[config.mk]
export PLATFORM = sky130hd
export DESIGN_NAME = d_branch_ctrl
export DESIGN_NICKNAME = d
export VERILOG_FILES = /design/src/rtl/d_branch_pkg.sv /design/src/rtl/d_branch_ctrl_d_hazard_need.sv /design/src/rtl/d_branch_ctrl.sv
export SDC_FILE = /design/constraint.sdc
export NUM_CORES = 1
export LEC_CHECK = 0
export BUFFER_PORTS_ARGS = -buffer_cell sky130_fd_sc_hd__buf_2
export CORE_AREA = 2 2 53 45
export DETAILED_ROUTE_END_ITERATION = 16
export DIE_AREA = 0 0 55 47
export PLACE_DENSITY = 0.77
export RECOVER_POWER = 25
export SYNTH_ARGS = -nofsm -noshare
export SYNTH_HDL_FRONTEND = slang
export SYNTH_SLANG_ARGS = --single-unit
export TNS_END_PERCENT = 5
[constraint.sdc]
create_clock -name clk -period 2.9 [get_ports clk]
set_clock_uncertainty 0.1 [all_clocks]
set_input_delay 0.29 -clock clk [delete_from_list [all_inputs] [get_ports clk]]
set_output_delay 0.29 -clock clk [all_outputs]
set_load 0.03 [all_outputs]
[src/rtl/d_branch_pkg.sv]
// Shared types and constants for the D-stage branch controller.
package d_branch_pkg;

  localparam int unsigned REG_W  = 5;
  localparam int unsigned TNEW_W = 2;
  localparam int unsigned OP_W   = 4;
  localparam int unsigned SEL_W  = 2;
  localparam int unsigned STAT_W = 32;

  typedef enum logic [1:0] {
    ST_IDLE    = 2'd0,
    ST_WAIT    = 2'd1,
    ST_RESOLVE = 2'd2
  } state_e;

  localparam logic [SEL_W-1:0] FWD_GRF = 2'd0;
  localparam logic [SEL_W-1:0] FWD_E   = 2'd1;
  localparam logic [SEL_W-1:0] FWD_M   = 2'd2;

  localparam logic [OP_W-1:0] CMP_NONE = 4'd0;

  // Forwarding source for one operand; E wins over M, and r0 always reads the GRF.
  function automatic logic [SEL_W-1:0] fwd_pick(
    input logic [REG_W-1:0]  r,
    input logic [REG_W-1:0]  e_wa,
    input logic [TNEW_W-1:0] e_tnew,
    input logic [REG_W-1:0]  m_wa,
    input logic [TNEW_W-1:0] m_tnew
  );
    logic [SEL_W-1:0] sel;
    sel = FWD_GRF;
    if (r != REG_W'(0)) begin
      if (e_wa == r && e_tnew == TNEW_W'(0)) begin
        sel = FWD_E;
      end else if (m_wa == r && m_tnew == TNEW_W'(0)) begin
        sel = FWD_M;
      end
    end
    return sel;
  endfunction

endpackage

[src/rtl/d_branch_ctrl_d_hazard_need.sv]
// Combinational RAW hazard check: stall need (clipped) and operand forwarding selects.
module d_hazard_need
  import d_branch_pkg::*;
#(
  parameter int unsigned MAX_WAIT = 2,
  parameter int unsigned CNT_W    = 2
) (
  input  logic [REG_W-1:0]  rs_addr,
  input  logic [REG_W-1:0]  rt_addr,
  input  logic [REG_W-1:0]  e_wa,
  input  logic [TNEW_W-1:0] e_tnew,
  input  logic [REG_W-1:0]  m_wa,
  input  logic [TNEW_W-1:0] m_tnew,
  output logic [CNT_W-1:0]  need,
  output logic [SEL_W-1:0]  fwd_sel_a,
  output logic [SEL_W-1:0]  fwd_sel_b
);

  logic              e_hit;
  logic              m_hit;
  logic [TNEW_W-1:0] raw;

  always_comb begin
    e_hit = (e_wa != REG_W'(0)) && (e_wa == rs_addr || e_wa == rt_addr);
    m_hit = (m_wa != REG_W'(0)) && (m_wa == rs_addr || m_wa == rt_addr);
    raw   = '0;
    if (e_hit) raw = e_tnew;
    if (m_hit && m_tnew > raw) raw = m_tnew;
    if (32'(raw) > MAX_WAIT) need = CNT_W'(MAX_WAIT);
    else                     need = CNT_W'(raw);
  end

  always_comb begin
    fwd_sel_a = fwd_pick(rs_addr, e_wa, e_tnew, m_wa, m_tnew);
    fwd_sel_b = fwd_pick(rt_addr, e_wa, e_tnew, m_wa, m_tnew);
  end

endmodule

[src/rtl/d_branch_ctrl.sv]
// D-stage branch sequencer: stalls on compare-operand hazards, then enables the comparator.
// Optional stall/taken statistics counters are built when D_BRANCH_CTRL_STATS_EN is defined.
module d_branch_ctrl
  import d_branch_pkg::*;
#(
  parameter int unsigned MAX_WAIT = 2,
  parameter int unsigned CNT_W    = 2
) (
  input  logic              clk,
  input  logic              reset_n,
  input  logic              d_valid,
  input  logic [OP_W-1:0]   d_cmp_op,
  input  logic [REG_W-1:0]  d_rs_addr,
  input  logic [REG_W-1:0]  d_rt_addr,
  input  logic [REG_W-1:0]  e_wa,
  input  logic [TNEW_W-1:0] e_tnew,
  input  logic [REG_W-1:0]  m_wa,
  input  logic [TNEW_W-1:0] m_tnew,
  input  logic              flush,
  input  logic              cmp_branch,
  output logic              cmp_en,
  output logic [OP_W-1:0]   cmp_op_o,
  output logic [SEL_W-1:0]  fwd_sel_a,
  output logic [SEL_W-1:0]  fwd_sel_b,
  output logic              stall,
`ifdef D_BRANCH_CTRL_STATS_EN
  output logic [STAT_W-1:0] stall_cnt,
  output logic [STAT_W-1:0] taken_cnt,
`endif
  output logic              redirect
);

  state_e           state_q, state_d;
  logic [CNT_W-1:0] cnt_q, cnt_d;
  logic [CNT_W-1:0] need;
  logic [SEL_W-1:0] sel_a, sel_b;
  logic             live;
  logic             stall_int;
  logic             cmp_int;

  d_hazard_need #(
    .MAX_WAIT (MAX_WAIT),
    .CNT_W    (CNT_W)
  ) u_need (
    .rs_addr   (d_rs_addr),
    .rt_addr   (d_rt_addr),
    .e_wa      (e_wa),
    .e_tnew    (e_tnew),
    .m_wa      (m_wa),
    .m_tnew    (m_tnew),
    .need      (need),
    .fwd_sel_a (sel_a),
    .fwd_sel_b (sel_b)
  );

  always_ff @(posedge clk or negedge reset_n) begin
    if (!reset_n) begin
      state_q <= ST_IDLE;
      cnt_q   <= '0;
    end else begin
      state_q <= state_d;
      cnt_q   <= cnt_d;
    end
  end

  // A flushed or vanished branch abandons any wait and returns to IDLE.
  always_comb begin
    state_d   = state_q;
    cnt_d     = cnt_q;
    stall_int = 1'b0;
    cmp_int   = 1'b0;
    live      = d_valid && (d_cmp_op != CMP_NONE) && !flush;
    case (state_q)
      ST_IDLE: begin
        if (live) begin
          if (need == CNT_W'(0)) begin
            cmp_int = 1'b1;
          end else begin
            stall_int = 1'b1;
            cnt_d     = need - CNT_W'(1);
            state_d   = (need == CNT_W'(1)) ? ST_RESOLVE : ST_WAIT;
          end
        end
      end
      ST_WAIT: begin
        if (!live) begin
          state_d = ST_IDLE;
          cnt_d   = '0;
        end else begin
          stall_int = 1'b1;
          if (cnt_q <= CNT_W'(1)) begin
            cnt_d   = '0;
            state_d = ST_RESOLVE;
          end else begin
            cnt_d = cnt_q - CNT_W'(1);
          end
        end
      end
      ST_RESOLVE: begin
        state_d = ST_IDLE;
        cmp_int = live;
      end
      default: begin
        state_d = ST_IDLE;
        cnt_d   = '0;
      end
    endcase
  end

  // Reset forces every output low without waiting for a clock edge.
  always_comb begin
    stall     = reset_n & stall_int;
    cmp_en    = reset_n & cmp_int;
    cmp_op_o  = cmp_en ? d_cmp_op : CMP_NONE;
    redirect  = cmp_en & cmp_branch;
    fwd_sel_a = reset_n ? sel_a : FWD_GRF;
    fwd_sel_b = reset_n ? sel_b : FWD_GRF;
  end

`ifdef D_BRANCH_CTRL_STATS_EN
  always_ff @(posedge clk or negedge reset_n) begin
    if (!reset_n) begin
      stall_cnt <= '0;
      taken_cnt <= '0;
    end else begin
      if (stall_int && stall_cnt != '1) stall_cnt <= stall_cnt + STAT_W'(1);
      if (cmp_int && cmp_branch && taken_cnt != '1) taken_cnt <= taken_cnt + STAT_W'(1);
    end
  end
`endif

endmodule
## Word level (Yosys, flattened, before mapping)

Cells that the tools add are included.

| storage, ports and cells | value |
|---|---|
| input port bits | 33 |
| register bits after elaboration | 4 |
| output and inout bits | 11 |
| logic and storage cells | 74 |

| operators by class | value |
|---|---|
| muxes and demuxes | 30 |
| bitwise operators | 4 |
| equality and inequality tests | 10 |
| reduce and logical (&&, ||, !) cells | 23 |
| $lt $le $gt $ge | 3 |
| add/subtract/negate cells | 2 |

Operators with widths:

| cell | number |
|---|---|
| 2-bit two-way mux | 20 |
| 5-bit equality test | 4 |
| 5-bit nonzero test | 4 |
| 1-bit logical AND | 9 |
| 2-bit zero test | 4 |
| 2-bit case mux with 3 select lines | 1 |
| 3-bit AND reduction | 2 |
| 1-bit two-way mux | 5 |
| 2-bit by 1-bit equality test with 1-bit output (second input constant) | 2 |
| 4-bit two-way mux | 1 |
| 2-bit != test (second input constant) | 2 |
| 1-bit case mux with 2 select lines | 2 |
| 2-bit case mux with 2 select lines | 1 |
| 4-bit nonzero test | 1 |
| 2-bit by 1-bit subtractor with 2-bit output (second input constant) | 2 |
| 1-bit AND | 3 |
| 3-bit != test (second input constant) | 1 |
| 2-bit equality test (second input constant) | 1 |
| 2-bit greater-than comparator | 1 |
| 2-bit greater-than comparator (second input constant) | 1 |
| 2-bit by 1-bit less-or-equal comparator with 1-bit output (second input constant) | 1 |
| 1-bit logical OR | 2 |
| 1-bit zero test | 1 |
| 1-bit NOT | 1 |

## Longest topological paths before layout

Gate-level depths: netlist of the first run.

| logic depth | value |
|---|---|
| depth after elaboration | 15 |
| mapped depth | 12 |
| depth with buffers taken out | 12 |

## Hierarchy

Synthesis of the first run repeated with hierarchy kept, for this count alone.

| second synthesis, totals | value |
|---|---|
| cell total of the unflattened synthesis | 98 |
| area, all modules | 820.8 µm² |

Modules (own cells, without submodules):

| module | seq. area each (µm²) | cells each | area each (µm²) | instances |
|---|---|---|---|---|
| d_hazard_need | 0.0 | 60 | 452.9 | 1 |
| d_branch_ctrl | 100.1 | 38 | 367.9 | 1 |

## Worst setup path after synthesis of the first run

No wires, ideal clock.

| timing path | value |
|---|---|
| path type | in2out |
| from | input e_wa[1] |
| to | output cmp_op_o[0] |
| data required time | 2.510 ns |
| stages on the path | 11 |
| arrival | 3.100 ns |
| setup slack | -0.590 ns |
| buffers on the path | 0 |
| cell sequence | or4_1 nor2_1 nor2_1 and2_1 ha_1 nor2b_1 a2bb2oi_1 o21ai_1 a21oi_2 mux2_4 a211oi_1 |

| between the ends | value |
|---|---|
| cells in the longest elaborated chain, start to end | 15 |
| elaborated cells between the ends (all ways) | 17 |
| classes of those cells | order compare: 2; eq/ne: 2; mux: 7; bitwise: 1; reduce/logical: 5 |

RTL lines:

| element | RTL line | source |
|---|---|---|
| start: declaration | d_branch_ctrl.sv:15 | `input logic [REG_W-1:0] e_wa,` |
| 5-bit equality test | d_branch_ctrl_d_hazard_need.sv:24 | `e_hit = (e_wa != REG_W'(0)) && (e_wa == rs_addr \|\| e_wa == rt_addr);` |
| 1-bit logical OR | d_branch_ctrl_d_hazard_need.sv:24 |  |
| 1-bit logical AND * | d_branch_ctrl_d_hazard_need.sv:24 |  |
| 2-bit two-way mux * | d_branch_ctrl_d_hazard_need.sv:27 | `if (e_hit) raw = e_tnew;` |
| 2-bit greater-than comparator | d_branch_ctrl_d_hazard_need.sv:28 | `if (m_hit && m_tnew > raw) raw = m_tnew;` |
| 1-bit logical AND | d_branch_ctrl_d_hazard_need.sv:28 |  |
| 2-bit two-way mux * | d_branch_ctrl_d_hazard_need.sv:28 |  |
| 2-bit greater-than comparator | d_branch_ctrl_d_hazard_need.sv:29 | `if (32'(raw) > MAX_WAIT) need = CNT_W'(MAX_WAIT);` |
| 2-bit two-way mux * | d_branch_ctrl_d_hazard_need.sv:29 |  |
| 2-bit zero test * | d_branch_ctrl.sv:76 | `if (need == CNT_W'(0)) begin` |
| 1-bit two-way mux * | d_branch_ctrl.sv:76 |  |
| 1-bit two-way mux * | d_branch_ctrl.sv:75 | `if (live) begin` |
| 1-bit case mux with 2 select lines * | d_branch_ctrl.sv:73 | `case (state_q)` |
| 1-bit AND * | d_branch_ctrl.sv:113 | `cmp_en = reset_n & cmp_int;` |
| 4-bit two-way mux * | d_branch_ctrl.sv:114 | `cmp_op_o = cmp_en ? d_cmp_op : CMP_NONE;` |
| end: declaration | d_branch_ctrl.sv:22 | `output logic [OP_W-1:0] cmp_op_o,` |

Mark *: on every way between the ends. The rest lies on a longest branch, timed or not.

## Worst setup path after layout of the first run

| timing path | value |
|---|---|
| from | input d_rt_addr[4] |
| to | output cmp_op_o[3] |

| between the ends | value |
|---|---|
| cells in the longest elaborated chain, start to end | 15 |
| elaborated cells between the ends (all ways) | 18 |
| classes of those cells | order compare: 2; eq/ne: 2; mux: 7; bitwise: 1; reduce/logical: 6 |

RTL lines:

| element | RTL line | source |
|---|---|---|
| start: declaration | d_branch_ctrl.sv:14 | `input logic [REG_W-1:0] d_rt_addr,` |
| 5-bit equality test | d_branch_ctrl_d_hazard_need.sv:24 |  |
| 1-bit logical OR | d_branch_ctrl_d_hazard_need.sv:24 |  |
| 1-bit logical AND | d_branch_ctrl_d_hazard_need.sv:24 |  |
| 2-bit two-way mux | d_branch_ctrl_d_hazard_need.sv:27 |  |
| 2-bit greater-than comparator | d_branch_ctrl_d_hazard_need.sv:28 |  |
| 1-bit logical AND | d_branch_ctrl_d_hazard_need.sv:28 |  |
| 2-bit two-way mux * | d_branch_ctrl_d_hazard_need.sv:28 |  |
| 2-bit greater-than comparator | d_branch_ctrl_d_hazard_need.sv:29 |  |
| 2-bit two-way mux * | d_branch_ctrl_d_hazard_need.sv:29 |  |
| 2-bit zero test * | d_branch_ctrl.sv:76 |  |
| 1-bit two-way mux * | d_branch_ctrl.sv:76 |  |
| 1-bit two-way mux * | d_branch_ctrl.sv:75 |  |
| 1-bit case mux with 2 select lines * | d_branch_ctrl.sv:73 |  |
| 1-bit AND * | d_branch_ctrl.sv:113 |  |
| 4-bit two-way mux * | d_branch_ctrl.sv:114 |  |

Marked as above.

==> results of run 1 <==
-- stage by stage --
| step | cells | utilization [%] |
|---|---|---|
| floorplan | 100 | - |
| CTS | 196 | 66.2 |
| finish | 197 | 72.4 |
| global placement | 188 | 59.9 |
| detailed placement | 188 | 59.9 |
| global route | 197 | 72.4 |
-- worst paths after layout --
check / depth (start not counted) / endpoint / startpoint
max in group asynchronous: 2 / cnt_q[0]$_DFFE_PN0P_ / reset_n
hold / removal: 2 / state_q[1]$_DFFE_PN0P_ / reset_n
setup reg to reg: 5 / cnt_q[1]$_DFFE_PN0P_ / state_q[1]$_DFFE_PN0P_
min in group clk: 1 / cnt_q[1]$_DFFE_PN0P_ / cnt_q[0]$_DFFE_PN0P_
hold reg to reg: 1 / cnt_q[1]$_DFFE_PN0P_ / cnt_q[0]$_DFFE_PN0P_
setup / recovery: 14 / cmp_op_o[3] / d_rt_addr[4]
-- cell type report --
class                   instances  share of cell area, %
flip-flops and latches          4                   6.70
clock buffers                   3                   1.51
multi-input cells              86                   52.9
repair buffers                 69                   34.3
well taps                      25                   2.09
inverters                      10                   2.51
-- registers in the layout, summed over array words and instances (netlist names) --
register / cells
cnt_q: 2
state_q: 2
-- metal layers --
layer | vias to the layer above | wire length [um] | track usage (%)
li1 | 516 | - | -
met1 | 493 | 1150 | 28.2
met2 | 54 | 1510 | 36.4
met3 | 6 | 200 | 5.10
met4 | 0 | 40 | 2.44
met5 | - | 0 | 0
-- timing repair --
item,CTS,global route
resized for setup,21,25
gates cloned,0,0
endpoints found under the setup margin,7,11
hold endpoints to repair,4,0
buffers inserted,4,1
hold buffers,1,0
pin swaps,12,20
-- synthesized netlist by cell type (all sizes together) (3+ instances only) --
cell,count,area share (%)
dfrtp,4,13
o211ai,3,3.0
xnor2,14,16
or4,4,3.9
a211oi,5,4.9
nand3,5,3.3
nor3,3,2.0
inv,10,4.9
nor2,9,4.4
xor2,6,6.9
nor4,3,2.5
nand2,8,3.9
-- placed cells by master (no fill, tap or decap), drive strengths merged, types with 4 or more instances in the layout --
cell / n
nand2: 8
nor2: 9
xnor2: 14
inv: 10
buf: 68
a211oi: 5
or4: 4
nand3: 5
dfrtp: 4
xor2: 6
-- critical path, cell delays in order --
cell and delay, ns:
buf_2 0.13, xnor2_1 0.18, nand3_1 0.13, o22a_1 0.26, nor2_4 0.14, nand2_2 0.07, ha_4 0.26, nor2b_4 0.12
a2bb2oi_1 0.15, o21ai_1 0.11, a21oi_2 0.16, mux2_4 0.41, a211oi_4 0.26, buf_6 0.17
-- power by group --
| group | switching (W) | leakage [nW] | internal (W) |
|---|---|---|---|
| Clock | 0.0000224 | 0.0138 | 0.0000462 |
| Sequential | 0.00000427 | 0.0522 | 0.0000635 |
| Combinational | 0.0000978 | 0.618 | 0.000116 |
-- cell families (layout without fill, tap and decap cells) --
family | after synthesis | after routing
AND/OR/NAND/NOR | 40 | 40
AO/OA/AOI/OAI | 23 | 23
XOR/XNOR | 20 | 20
buffers and inverters | 10 | 82
flip-flops | 4 | 4
adder cells (fa/ha/maj) | 2 | 2
multiplexers | 1 | 1
==> run metrics, run 1 <==
sequential area share after synthesis 13.2%; relative slew slack 59.8%; total number of placement rows 15; fin crit period 3.23 ns; Simple-Gate Fraction of Synth Area 28.9%; 1st-pass router iterations 4; xor/xnor share of the synthesized area 23.0%; GRT Util Overall 21.3%; kind of critical path primary input to output pin; Syn Nets ~140; pin count of the biggest net entering global routing 9; clock slew at reported path FFs 0.04 ns; Post-Synthesis Cells 100; post-synthesis async set-or-reset flop share 100%; Clock Tree Buf Depth 2; Reg area approximately 100 um^2; DRC Markers 0; routed wire length 2900 um; Antenna Diode Count 0; total gr overflow 0; H-tree depth 1; Leak 0.684 nW; Final Cell Area around 0.0015 mm^2; Synth Area in Adders 3.29%; Hold WC Path Type primary input to asynchronous set/reset pin; Max Slew Vio Count 0; multi-input logic area 791 um^2; Avg Vias per Cell roughly 5.4; die height approximately 47 um; Worst EP arrival 2.84 ns; fmax 309 MHz; Syn. warnings 0; Die Width 55 um; flop2flop setup slack approximately 0.90 ns; CP Capture Type output pin; Pwr Density 234 mW/mm^2; multiplexer share of the synthesized area 1.97%; worst-case hold slack about 0.33 ns; CTS tree yes; layout net count between 200 and 250; maxcap violations 0; Clk Latency, worst-skew pair 0.24 ns; Tot Pwr ~0.00035 W; vias 1069; number of buffers created by CTS 3; Initial Utilization 36.8%; Worst IR Drop VDD ~0.25 mV; sinks on the clock net 4; DR WL/cell between 10 and 15 um; Area Overhead vs Synth 96.4%; main combinational cell family by area after synthesis simple AND/OR/NAND/NOR gates; number of enable flip-flop cells after synthesis 0; Main synth FF type dfrtp_1; final hold vios 0; RSZ-0062 raised after global routing yes; area of the core 0.00206 mm^2; cell area after synthesis 761 um^2; Seq cells post-synth 4; Final setup viols 11; Tcrit/Tclk final 112%; TNS Setup -2.28 ns; Routed Antenna Nets 0; CTS root buf clkbuf_4; Final WS setup -0.335 ns; status complete, but fails checks; violated checks negative setup slack; Port Buffers 43; HPWL Detailed roughly 2100 um; layout cell share with drive strength beyond 1 56.4%; worst slew pin tran 0.601 ns; IO Pins 44; Req. time, crit path 2.51 ns; crit start category primary input; Synth Area in Compound Gates about a quarter; vias in the first global route 938; first-pass GRT wire length 3950 um; drt first-iter violations 35; antenna violations before repair 0; pre-CTS setup slack -0.315 ns; Placer Congestion 0.905; Placed Instance Area 0.00124 mm^2; Synth cell types 35; Total Die Area 0.00259 mm^2; CP Max Fanout 7; filler instances 140; Avg Synthesized Cell Area approximately 7.6 um^2
No activity file was read; power rests on OpenSTA's default activity.
==> run 2, diff against run 1 <==
- GPL_TIMING_DRIVEN: not set -> 0
==> run metrics, run 2 (synthesized netlist as in run 1, its figures left out) <==
status complete, but fails checks; violated checks negative setup slack; relative slew slack between 50% and 60%; Initial Utilization 36.8%; GRT Util Overall 21.8%; CP Max Fanout 7; number of buffers created by CTS 3; TNS Setup -1.72 ns; Final WS setup -0.290 ns; worst slew pin tran between 0.6 and 0.7 ns; max incr delay on CP 0.40 ns; Final setup viols 7; HPWL Detailed 1890 um; drt first-iter violations 16; antenna violations before repair 0; Worst IR Drop VDD around 0.2 mV; 1st-pass router iterations 4; Area Overhead vs Synth 87.7%; H-tree depth 1; sinks on the clock net 4; vias 1009; layout net count 196; Slowest-stage cell, CP mux2_4; maxcap violations 0; CTS root buf clkbuf_4; Port Buffers 43; Placer Congestion 0.915; vias in the first global route 1012; CTS tree yes; fmax 313 MHz; Clk Latency, worst-skew pair 0.24 ns; RSZ-0062 raised after global routing yes; cell mode on critical path buf_6; Leak 0.634 nW; clock slew at reported path FFs 0.04 ns; most frequent cells in the layout 28 x buf_2, 14 x buf_4, 12 x buf_6; Hold WC Path Type primary input to asynchronous set/reset pin; biggest regs cnt_q: 2 flops, state_q: 2 flops; Req. time, crit path 2.51 ns; Avg Vias per Cell about 5.5; routed wire length 2660 um; Max Slew Vio Count 0; final hold vios 0; Placed Instance Area 0.00109 mm^2; crit start category primary input; die height 47 um; Antenna Diode Count 0; Die Width between 50 and 60 um; Worst EP arrival around 2.8 ns; Clock Tree Buf Depth 2; DRC Markers 0; Pwr Density 235 mW/mm^2; Final Cell Area 0.00143 mm^2; Routed Antenna Nets 0; first-pass GRT wire length 4130 um; commonest non-fill, non-tap cell in the layout buf_2; Tcrit/Tclk final 110%; DR WL/cell 14.4 um; IO Pins 44; fin crit period about 3.2 ns; Post-Route Utilization 69.2%; layout cell share with drive strength beyond 1 57.9%; total number of placement rows 15; area of the core 0.00206 mm^2; CP Capture Type output pin; kind of critical path primary input to output pin; pin count of the biggest net entering global routing 9; total gr overflow 0; critical path, cell by cell buf_6 -> xnor2_2 -> nand3_2 -> o22a_1 -> nor2_4 -> nand2_2 -> ha_4 -> nor2b_4 -> a2bb2oi_2 -> o21ai_2 -> a21oi_2 -> mux2_4 -> a211oi_4 -> buf_6; Total Die Area 0.00259 mm^2
==> run 2: report_power, final <==
group	switching [W]	leakage [nW]	internal [W]
logic	0.0000956	0.568	0.000102
registers	0.00000426	0.0522	0.0000635
clock network	0.0000237	0.0138	0.0000463
==> run 2: worst paths after layout <==
path	start	end	slack [ns]	depth (start not counted)
worst min-delay path	reset_n	state_q[1]$_DFFE_PN0P_	0.32	2
max in group asynchronous	reset_n	cnt_q[0]$_DFFE_PN0P_	2.21	2
worst min register to register	cnt_q[0]$_DFFE_PN0P_	cnt_q[1]$_DFFE_PN0P_	0.40	1
worst max-delay path	d_rs_addr[4]	cmp_op_o[1]	-0.29	14
min in group clk	flush	state_q[1]$_DFFE_PN0P_	0.35	3
worst max register to register	state_q[1]$_DFFE_PN0P_	cnt_q[1]$_DFFE_PN0P_	0.64	4
==> run 2: timing repair <==
action                     in CTS  in global routing
setup buffers                   7                  5
resized for setup              24                 32
hold buffers                    1                  0
hold endpoints to repair        4                  0
pin swaps                       9                 18
setup endpoints to repair       7                  7
==> run 2: area by class of cell <==
class                   instances  area (um^2)
multi-input cells              86          831
fillers                       169          637
repair buffers                 56          405
flip-flops and latches          4          100
inverters                      10         37.5
well taps                      25         31.3
clock buffers                   3         22.5
==> run 2: metrics by stage <==
stage,setup slack [ns],hold WS (ns),total power (W),instances
floorplan,-0.164,-0.106,0.000155,100
global placement,-0.479,0.0261,0.000204,168
detailed placement,-0.557,0.0284,0.000208,168
CTS,-0.266,0.318,0.000301,179
global route,-0.403,0.340,0.000358,184
finish,-0.290,0.322,0.000335,184
==> run 2: routing by layer <==
| layer | track usage (%) | routed length [um] |
|---|---|---|
| met5 | 0 | 0 |
| met4 | 6.34 | 25 |
| met3 | 6.37 | 133 |
| met2 | 40.2 | 1340 |
| met1 | 24.3 | 1160 |
==> run 2: worst max-delay path: cells and delay by family <==
family	cells	cell delay (ns)
simple gates	4	0.46
compound gates	5	0.94
fa+ha+maj	1	0.26
mux	1	0.40
xor+xnor	1	0.16
buf+inv	2	0.27
